<file path="config.mk">
export PLATFORM = sky130hd
export DESIGN_NAME = serial_subtractor
export DESIGN_NICKNAME = d
export VERILOG_FILES = /design/src/rtl/serial_subtractor.sv
export SDC_FILE = /design/constraint.sdc
export NUM_CORES = 1
export LEC_CHECK = 0
export CORE_MARGIN = 1.5
export CORE_UTILIZATION = 58
export CTS_BUF_LIST = sky130_fd_sc_hd__clkbuf_16
export CTS_CLUSTER_DIAMETER = 40
export DETAILED_ROUTE_END_ITERATION = 8
export GPL_ROUTABILITY_DRIVEN = 0
export PLACE_DENSITY = 0.86
export RECOVER_POWER = 25
export SYNTH_ARGS = -nofsm -noshare
export SYNTH_HDL_FRONTEND = slang
export SYNTH_SLANG_ARGS = --single-unit
</file>
<file path="constraint.sdc">
create_clock -name clk -period 6.7 [get_ports clk]
set_input_delay 0.67 -clock clk [delete_from_list [all_inputs] [get_ports clk]]
set_output_delay 0.67 -clock clk [all_outputs]
set_load 0.03 [all_outputs]
</file>
<file path="src/rtl/serial_subtractor.sv">
// Serial subtractor: diff = minuend - subtrahend - borrow_in, DIGIT bits per clock.
// Latency: start accepted at edge t, results and done visible after edge t+N (N = WIDTH/DIGIT).
// Backpressure: start is ignored while busy; a start seen in DONE is accepted back-to-back.
module serial_subtractor #(
  parameter int WIDTH = 32,
  parameter int DIGIT = 4
) (
  input  logic             clk,
  input  logic             rst_n,
  input  logic             start,
  input  logic [WIDTH-1:0] minuend,
  input  logic [WIDTH-1:0] subtrahend,
  input  logic             borrow_in,
  output logic             busy,
  output logic             done,
  output logic [WIDTH-1:0] diff,
  output logic             borrow_out,
  output logic             overflow
);

  localparam int N  = WIDTH / DIGIT;
  localparam int CW = (N > 1) ? $clog2(N) : 1;

  // Reject parameter combinations that cannot be sliced evenly.
  generate
    if (WIDTH < 1 || DIGIT < 1 || DIGIT > WIDTH || (WIDTH % DIGIT) != 0) begin : g_bad_params
      $error("serial_subtractor: need 1 <= DIGIT <= WIDTH and WIDTH %% DIGIT == 0");
    end
  endgenerate

  typedef enum logic [1:0] {
    S_IDLE = 2'd0,
    S_RUN  = 2'd1,
    S_DONE = 2'd2
  } state_t;

  state_t           state;
  state_t           state_nxt;

  logic [WIDTH-1:0] m_q;
  logic [WIDTH-1:0] s_q;
  logic [WIDTH-1:0] acc_q;
  logic [WIDTH-1:0] acc_nxt;
  logic [CW-1:0]    cnt;
  logic             brw;

  logic             accept;
  logic             last;
  logic [DIGIT-1:0] m_sl;
  logic [DIGIT-1:0] s_sl;
  logic [DIGIT-1:0] d_sl;
  logic [DIGIT:0]   sl_full;
  logic             sl_b;
  logic             msb_bin;

  assign busy   = (state == S_RUN);
  assign done   = (state == S_DONE);
  assign accept = start && (state != S_RUN);
  assign last   = (cnt == CW'(N - 1));

  // One digit of the borrow chain; the accumulator copy with the new digit merged in
  // is what gets published on the last slice, so the final digit is never lost.
  always_comb begin
    m_sl    = m_q[int'(cnt) * DIGIT +: DIGIT];
    s_sl    = s_q[int'(cnt) * DIGIT +: DIGIT];
    sl_full = {1'b0, m_sl} - {1'b0, s_sl} - {{DIGIT{1'b0}}, brw};
    d_sl    = sl_full[DIGIT-1:0];
    sl_b    = sl_full[DIGIT];
    // Bit-level difference is m ^ s ^ borrow_in, so the borrow entering the top bit
    // of this slice falls out of the operand and result top bits.
    msb_bin = m_sl[DIGIT-1] ^ s_sl[DIGIT-1] ^ d_sl[DIGIT-1];
    acc_nxt = acc_q;
    acc_nxt[int'(cnt) * DIGIT +: DIGIT] = d_sl;
  end

  // State register.
  always_ff @(posedge clk or negedge rst_n) begin
    if (!rst_n) begin
      state <= S_IDLE;
    end else begin
      state <= state_nxt;
    end
  end

  // Next-state logic: IDLE and DONE both accept a new request.
  always_comb begin
    state_nxt = state;
    case (state)
      S_IDLE:  if (start) state_nxt = S_RUN;
      S_RUN:   if (last) state_nxt = S_DONE;
      S_DONE:  state_nxt = start ? S_RUN : S_IDLE;
      default: state_nxt = S_IDLE;
    endcase
  end

  // Operand capture, digit iteration and result publication on the final slice.
  always_ff @(posedge clk or negedge rst_n) begin
    if (!rst_n) begin
      m_q        <= '0;
      s_q        <= '0;
      acc_q      <= '0;
      cnt        <= '0;
      brw        <= 1'b0;
      diff       <= '0;
      borrow_out <= 1'b0;
      overflow   <= 1'b0;
    end else if (accept) begin
      m_q   <= minuend;
      s_q   <= subtrahend;
      brw   <= borrow_in;
      cnt   <= '0;
      acc_q <= '0;
    end else if (state == S_RUN) begin
      acc_q <= acc_nxt;
      brw   <= sl_b;
      cnt   <= cnt + 1'b1;
      if (last) begin
        cnt        <= '0;
        diff       <= acc_nxt;
        borrow_out <= sl_b;
        overflow   <= msb_bin ^ sl_b;
      end
    end
  end

endmodule

</file>
==> results of run 1 <==
-- per-layer routing --
layer | wire length [µm] | GRT usage | vias to the layer above | share of wire
li1 | - | - | 2092 | -
met1 | 5890 | 0.356 | 2293 | 0.40
met2 | 7390 | 0.456 | 189 | 0.51
met3 | 838 | 0.0587 | 42 | 0.057
met4 | 509 | 0.129 | 0 | 0.035
met5 | 0 | 0 | - | 0
-- cell usage in the layout (no fill, tap or decap), types with 10 or more instances in the layout --
master | Yosys | final
a21oi_1 | 16 | 16
a221oi_1 | 10 | 10
a22o_1 | 16 | 16
clkbuf_16 | 0 | 17
clkdlybuf4s50_1 | 0 | 102
dfrtp_1 | 136 | 136
ha_1 | 11 | 11
inv_1 | 10 | 12
mux2_2 | 64 | 64
mux2i_1 | 13 | 13
mux4_2 | 14 | 14
nand2_1 | 56 | 55
nor2_1 | 37 | 37
o21ai_0 | 30 | 30
-- worst max-delay path by stage --
| stage | to | slack (ns) | depth (start not counted) | start |
|---|---|---|---|---|
| after global placement | overflow | 3.17 | 10 | cnt[1] |
| after global routing | m_q[0] | 1.63 | 1 | rst_n |
| final | acc_q[17] | 2.51 | 2 | rst_n |
| after CTS | overflow | 3.00 | 10 | cnt[1] |
| after floorplan | overflow | 3.41 | 12 | cnt[0] |
| after detailed placement | overflow | 3.05 | 10 | cnt[1] |
-- cells by family after synthesis --
family	Yosys count
simple gates	132
compound gates	103
fa+ha+maj	13
flops	136
mux	92
xor+xnor	5
buf+inv	38
-- cell type report --
cell class / instances / area [µm²] / area share
Multi-Input combinational cell: 345 / 2800 / 0.348
Timing Repair Buffer: 107 / 1050 / 0.131
Clock buffer: 17 / 425 / 0.0529
Tap cell: 140 / 175 / 0.0218
Sequential cell: 136 / 3400 / 0.423
Clock inverter: 14 / 141 / 0.0176
Inverter: 11 / 41.3 / 0.00514
-- sequential cells by signal (all words and copies together) (netlist names) --
signal      cells
state           2
s_q            32
m_q            32
overflow        1
cnt             3
brw             1
borrow_out      1
diff           32
acc_q          32
-- metrics by stage --
stage / cells / instance area, µm² / utilization
after floorplan: 519 / 6380 / -
after global placement: 739 / 7480 / 0.693
after detailed placement: 739 / 7480 / 0.693
after CTS: 770 / 8040 / 0.745
after global routing: 770 / 8040 / 0.745
final: 770 / 8040 / 0.745
==> reports/summary.txt, run 1 <==
Syn-to-layout area delta -> 26.0%
initial antenna violation count -> 0
vias in the first global route -> 4820
DRC Markers -> 0
Post-Synth Simple-Gate Area -> 0.0988
Critical path buffers and inverters -> 2
Rel. slew slack -> -1.86
clock skew -> 0.00628 ns
final setup fails -> 0
crit path max-delay cell type -> clkbuf_1
count leader, synth -> dfrtp_1
clk root buf -> clkbuf_16
cell breakdown of the critical path -> clkbuf_1 > buf_4
Worst Path Max Fanout -> 82
Post-Place Setup Slack -> 3.05 ns
global route total overflow -> 0
WL/cell -> 19.0 µm
Final Worst Setup Slack -> 2.51 ns
slowest cell delay on critical path -> 2.97 ns
HP Class -> reg -> reg
layout cells sized above 1 -> 0.198
Netlist Area Pre-Place -> 6380 µm²
crit path time final -> 4.19 ns
Worst Reg-to-Reg Cells -> 10
Register-to-Register Setup Slack -> 2.99 ns
Avg Vias per Cell -> 5.99
reg-to-reg endpoint -> overflow
Synth Warn # -> 0
area of the core -> 10800 µm²
Syn Inst Count -> 519
mux cell area share after synthesis -> 0.185
CTS tree -> yes
syn nets -> 600
achievable frequency -> 239 MHz
hold path start -> diff[12]
XOR/XNOR Fraction of Synth Area -> 0.00902
compound-gate portion of the synthesized area -> 0.117
synth top area cells -> dfrtp_1 53%, mux2_2 11%, mux4_2 4.9%
Final TNS setup -> 0 ns
GRT Total Usage -> 0.278
hold slack -> 0.474 ns
worst skew pair latency -> 0.41 ns
Initial DRT Pass Iterations -> 4
crit share post-route -> 0.626
Seq/Total Area, Yosys -> 0.533
RSZ-0062 raised after global routing -> false
Final Hold Viols -> 0
Hold Buf Count CTS -> 0
Setup Buffers After CTS -> 0
post-detail-place hpwl -> 10000 µm
Max-cap violations -> 1
post-synth cell types -> 59
die span in y -> 108 µm
Detailed Route WL -> 14600 µm
clock-pin slew on the worst setup and hold paths -> 0.05 ns
hold path depth -> 2
Synth Area in Adders -> 0.0278
buffers added on ports -> 103
EDFF count, synth -> 0
fin. max-slew vios -> 83
global-route wire length before repair -> 24400 µm
Worst Tran Pin Value -> 4.29 ns
delay-heaviest family, CP -> buffers and inverters
std cell rows -> 38
CTS Buffer Depth -> 2
failing checks -> max-capacitance violations, max-slew violations
Synth top cells by count -> 136 x dfrtp_1, 64 x mux2_2, 56 x nand2_1, 37 x nor2_1, 30 x o21ai_0
Synth Flop Type -> dfrtp_1
area leader, netlist -> dfrtp_1
Die X-Extent -> 108 µm
Yosys top cell area share -> 0.533
r2r startpoint -> cnt[1]
ant diodes -> 0
H-tree depth -> 4
Worst setup EP type -> asynchronous set/reset pin
largest net degree at the start of global routing -> 83
Die ar. -> 11600 µm²
Seq cells post-synth -> 136
Startpoint Class -> primary input
initial detailed-routing violation count -> 268
starting density of the core -> 0.591
routed via count -> 4616
Async S/R FF share, synth -> 1.00
status -> finished, violations left
Post-CTS Resized -> 0
main combinational cell family by area after synthesis -> multiplexers
Final Net Count -> 699
total clock buffers created by CTS -> 17
number of clock sinks -> 136
worst setup path class -> in -> async
CP required -> 7.16 ns
Worst Hold End -> diff[12]
WP data arrival -> 4.66 ns
mean post-synth cell area -> 12.3 µm²
Routed Antenna Nets -> 0
# fillers -> 705
I/O pin count -> 104
Power of run 1 is left out: the tool's default activity adds up to more than one toggle a clock period on the data nets, which glitch-free logic cannot reach.
==> inputs of run 2 (changes only) <==
CORE_UTILIZATION = 48   (was 58)
PLACE_DENSITY = 0.76   (was 0.86)
clock period = 3.66 ns   (was 6.7 ns; I/O delays follow)
==> run 2 against run 1 <==
Net effect: the run still ends with max-capacitance violations, max-slew violations left; final area up 1.8%; register-to-register slack worse by 2.8 ns; sequential share of layout area shrank 0.74 points; non-clock buffer count up 8; worst setup slack got worse by 2.3 ns; critical path type is now reg -> reg.
==> reports/summary.txt, run 2 (synthesized netlist as in run 1, its figures left out) <==
DRC Markers -> 0 (unchanged)
clk root buf -> clkbuf_16
CP required -> 4.02 ns (-3.14 ns)
Rel. slew slack -> -0.176 (+1.68)
vias in the first global route -> 4792 (-0.58%)
layout cells sized above 1 -> 0.213 (+0.0144)
buffers added on ports -> 103 (unchanged)
status -> finished, violations left
fin. max-slew vios -> 139 (+67%)
most frequent cells in the layout -> 136 x dfrtp_1, 102 x clkdlybuf4s50_1, 64 x mux2_2
WP data arrival -> 3.79 ns (-0.87 ns)
achievable frequency -> 292 MHz
CP startpoint -> cnt[0]
RSZ-0062 raised after global routing -> false
r2r startpoint -> cnt[0]
WL/cell -> 18.1 µm (-4.8%)
Worst setup EP type -> flop
worst skew pair latency -> 0.43 ns (+0.02 ns)
area of the core -> 12800 µm² (+18%)
total clock buffers created by CTS -> 17 (unchanged)
starting density of the core -> 0.500 (-0.0917)
Post-CTS Resized -> 0 (unchanged)
Die ar. -> 14000 µm² (+20%)
commonest non-fill, non-tap cell in the layout -> dfrtp_1
HP Class -> in -> async
initial antenna violation count -> 0 (unchanged)
Initial DRT Pass Iterations -> 5 (+1)
Syn-to-layout area delta -> 28.2%
cell breakdown of the critical path -> buf_4 > mux4_2 > mux2i_1 > fa_1 > ha_1 > nor3b_1 > xnor2_1 > nand3_1 > a21oi_4 > a22o_1
failing checks -> max-capacitance violations, max-slew violations
Max-cap violations -> 2 (+1)
Avg Vias per Cell -> 5.65 (-5.8%)
clock skew -> 0.00697 ns (+0.000691 ns)
Worst Tran Pin Value -> 1.76 ns (-2.52 ns)
GRT Total Usage -> 0.223 (-0.0550)
Worst Path Max Fanout -> 9 (-89%)
largest net degree at the start of global routing -> 73 (-12%)
routed via count -> 4580 (-0.78%)
ant diodes -> 0 (unchanged)
Routed Antenna Nets -> 0 (unchanged)
H-tree depth -> 4 (unchanged)
post-detail-place hpwl -> 10600 µm (+5.9%)
Final TNS setup -> 0 ns (unchanged)
global-route wire length before repair -> 24300 µm (-0.36%)
Final Hold Viols -> 0 (unchanged)
Hold Buf Count CTS -> 0 (unchanged)
slowest cell delay on critical path -> 0.60 ns (-2.37 ns)
number of clock sinks -> 136 (unchanged)
CTS Buffer Depth -> 2 (unchanged)
Startpoint Class -> flop
crit path max-delay cell type -> dfrtp_1
crit share post-route -> 0.935
initial detailed-routing violation count -> 263 (-1.9%)
std cell rows -> 41 (+7.9%)
Setup Buffers After CTS -> 0 (unchanged)
Die X-Extent -> 118 µm (+9.6%)
global route total overflow -> 0 (unchanged)
Detailed Route WL -> 14700 µm (+0.25%)
CTS tree -> yes
crit path time final -> 3.42 ns
Final Net Count -> 707 (+1.1%)
worst setup path class -> reg -> reg
die span in y -> 118 µm (+9.6%)
I/O pin count -> 104 (unchanged)
final setup fails -> 0 (unchanged)
clock-pin slew on the worst setup and hold paths -> 0.06 ns (about the same)
run 2: path summary, 6_finish.rpt:
path	to	slack, ns	depth (start not counted)
worst min register to register	diff[0]	0.48	2
worst max register to register	acc_q[11]	0.24	10
min in group clk	diff[0]	0.48	2
worst min-delay path	diff[28]	0.34	1
worst max-delay path	acc_q[11]	0.24	10
max in group asynchronous	m_q[11]	0.84	2
run 2: per-layer routing:
layer	global-route usage	up-vias	part of all wire
met5	0	-	0
met4	0.101	0	0.025
met3	0.0545	33	0.059
met2	0.360	167	0.49
met1	0.284	2273	0.43
li1	-	2107	-
run 2: cell type report:
type	instances	area (µm²)
Inverter	11	41.3
Sequential cell	136	3400
Clock buffer	17	425
Fill cell	961	4590
Multi-Input combinational cell	345	2800
Timing Repair Buffer	115	1110
Tap cell	172	215
Clock inverter	15	186
run 2: metrics by stage:
step	cell area [µm²]	util	cells	setup WS, ns	hold WS [ns]
finish	8180	0.641	811	0.238	0.342
global route	8180	0.641	811	0.0343	0.474
CTS	8200	0.642	811	0.167	0.0565
detailed placement	7590	0.594	779	0.219	0.471
global placement	7590	0.594	779	0.296	0.464
floorplan	6380	-	519	0.365	0.0704
run 2: worst max-delay path, delay by kind of cell, from the launching register on:
family                   cells  cell delay [ns]
multiplexers                 2             0.72
flip-flops                   1             0.60
adder cells (fa/ha/maj)      2             0.54
AO/OA/AOI/OAI                2             0.52
AND/OR/NAND/NOR              2             0.50
buffers and inverters        1             0.28
XOR/XNOR                     1             0.19
Power of run 2 is left out for the same reason.
==> inputs of run 3 (changes only) <==
CORE_MARGIN = default   (was 1.5)
CTS_BUF_LIST = default   (was sky130_fd_sc_hd__clkbuf_16)
PLACE_DENSITY = default   (was 0.76)
PLACE_DENSITY_LB_ADDON = 0.12   (was default)
==> run 3 against run 2 <==
Net effect: the run still ends with max-capacitance violations, max-slew violations left; first-iteration DRC count is 24% lower; via count is 2.7% lower; global-route usage is 0.27 points higher; register-to-register slack better by 0.11 ns; worst setup slack better by 0.11 ns; sequential share of layout area hardly changed; utilization hardly changed; worst hold slack better by 0.13 ns; non-clock buffer count is 1 higher.
==> reports/summary.txt, run 3 (synthesized netlist as in run 1, its figures left out) <==
r2r startpoint -> cnt[0]
Final Worst Setup Slack -> 0.344 ns (+0.106 ns)
routed via count -> 4455 (-2.7%)
status -> finished, violations left
HP Class -> reg -> reg
CTS Buffer Depth -> 2 (unchanged)
Worst Tran Pin Value -> 2.12 ns (+0.357 ns)
RSZ-0062 raised after global routing -> false
final setup fails -> 0 (unchanged)
number of clock sinks -> 136 (unchanged)
Worst setup EP type -> flop
crit share post-route -> 0.906 (-0.0290)
global route total overflow -> 0 (unchanged)
Post-Place Setup Slack -> 0.339 ns (+0.120 ns)
buffers added on ports -> 103 (unchanged)
crit path time final -> 3.32 ns (-0.106 ns)
Max-cap violations -> 1 (-1)
std cell rows -> 41 (unchanged)
WL/cell -> 17.5 µm (-3.2%)
Setup Buffers After CTS -> 0 (unchanged)
fin. max-slew vios -> 90 (-35%)
hold path depth -> 2
GRT Total Usage -> 0.226 (+0.00274)
clock skew -> 0.00900 ns (+0.00202 ns)
ant diodes -> 0 (unchanged)
Detailed Route WL -> 14200 µm (-3.1%)
CTS tree -> yes
Register-to-Register Setup Slack -> 0.34 ns (+0.11 ns)
achievable frequency -> 302 MHz (+3.2%)
# fillers -> 997 (+3.7%)
worst skew pair latency -> 0.42 ns (about the same)
reg-to-reg endpoint -> acc_q[11]
Final Net Count -> 708 (+0.14%)
vias in the first global route -> 4703 (-1.9%)
initial antenna violation count -> 0 (unchanged)
H-tree depth -> 4 (unchanged)
post-detail-place hpwl -> 10200 µm (-4.2%)
initial detailed-routing violation count -> 199 (-24%)
Rel. slew slack -> -0.414 (-0.238)
Syn-to-layout area delta -> 28.3% (about the same)
CP required -> 4.02 ns (about the same)
Initial DRT Pass Iterations -> 4 (-1)
Final TNS setup -> 0 ns (unchanged)
Die X-Extent -> 117 µm (-0.85%)
non-filler instance count after layout -> 812 (+0.12%)
layout cells sized above 1 -> 0.217 (+0.00435)
commonest non-fill, non-tap cell in the layout -> dfrtp_1
worst setup path endpoint -> acc_q[11]
I/O pin count -> 104 (unchanged)
Startpoint Class -> flop
clk root buf -> clkbuf_16
WP data arrival -> 3.67 ns (-0.12 ns)
Final Hold Viols -> 0 (unchanged)
DRC Markers -> 0 (unchanged)
Worst Path Max Fanout -> 8 (-1)
Hold Buf Count CTS -> 0 (unchanged)
Routed Antenna Nets -> 0 (unchanged)
global-route wire length before repair -> 23900 µm (-1.7%)
total clock buffers created by CTS -> 17 (unchanged)
area of the core -> 12800 µm² (unchanged)
starting density of the core -> 0.500 (unchanged)
Die ar. -> 13800 µm² (-1.7%)
CP startpoint -> cnt[0]
most frequent cells in the layout -> 136 x dfrtp_1, 102 x clkdlybuf4s50_1, 64 x mux2_2
Post-CTS Resized -> 0 (unchanged)
failing checks -> max-capacitance violations, max-slew violations
largest net degree at the start of global routing -> 90 (+23%)
worst setup path class -> reg -> reg
die span in y -> 117 µm (-0.85%)
Placed Instances -> 780 (+0.13%)
Avg Vias per Cell -> 5.49 (-2.8%)
hold slack -> 0.476 ns (+0.134 ns)
clock-pin slew on the worst setup and hold paths -> 0.06 ns (about the same)
Worst Reg-to-Reg Cells -> 10 (unchanged)
[run 3: cell count changes in the layout (fill, tap and decap cells not counted), sizes merged]
cell,previous run,this run
clkinvlp,2,4
inv,13,11
clkbuf,19,22
clkinv,7,4
buf,11,13
bufinv,4,3
[run 3: worst min-delay path by stage]
stage	startpoint	to	slack, ns
2_1_floorplan	rst_n	acc_q[0]	0.07
3_3_place_gp	diff[0]	diff[0]	0.46
3_5_place_dp	diff[28]	diff[28]	0.47
4_1_cts	rst_n	acc_q[16]	0.04
5_1_grt	acc_q[13]	acc_q[13]	0.51
6_report	diff[28]	diff[28]	0.48
[run 3: layer usage]
metal	track usage	vias up	share of wire
li1	-	2102	-
met1	0.281	2214	0.43
met2	0.373	120	0.50
met3	0.0535	19	0.042
met4	0.101	0	0.021
met5	0	-	0
[run 3: critical path, stage by stage (launching register included)]
cell and delay (ns):
dfrtp_1 0.45, buf_4 0.25, mux4_2 0.52, mux2i_1 0.23
fa_1 0.28, ha_1 0.29, nor3b_1 0.26, xnor2_1 0.18
nand3_1 0.25, a21oi_4 0.34, a22o_1 0.19
[run 3: cell type report]
class,count,area [µm²],share of cell area
Sequential cell,136,3400,0.416
Multi-Input combinational cell,345,2800,0.342
Timing Repair Buffer,116,1120,0.137
Clock buffer,21,460,0.0562
Tap cell,172,215,0.0263
Clock inverter,11,148,0.0180
Inverter,11,41.3,0.00504
[run 3: metrics by stage]
step | utilization | area, µm²
after global placement | 0.594 | 7590
after CTS | 0.642 | 8200
after detailed placement | 0.594 | 7590
after floorplan | - | 6380
final | 0.641 | 8190
after global routing | 0.641 | 8190
Power of run 3 is left out for the same reason.
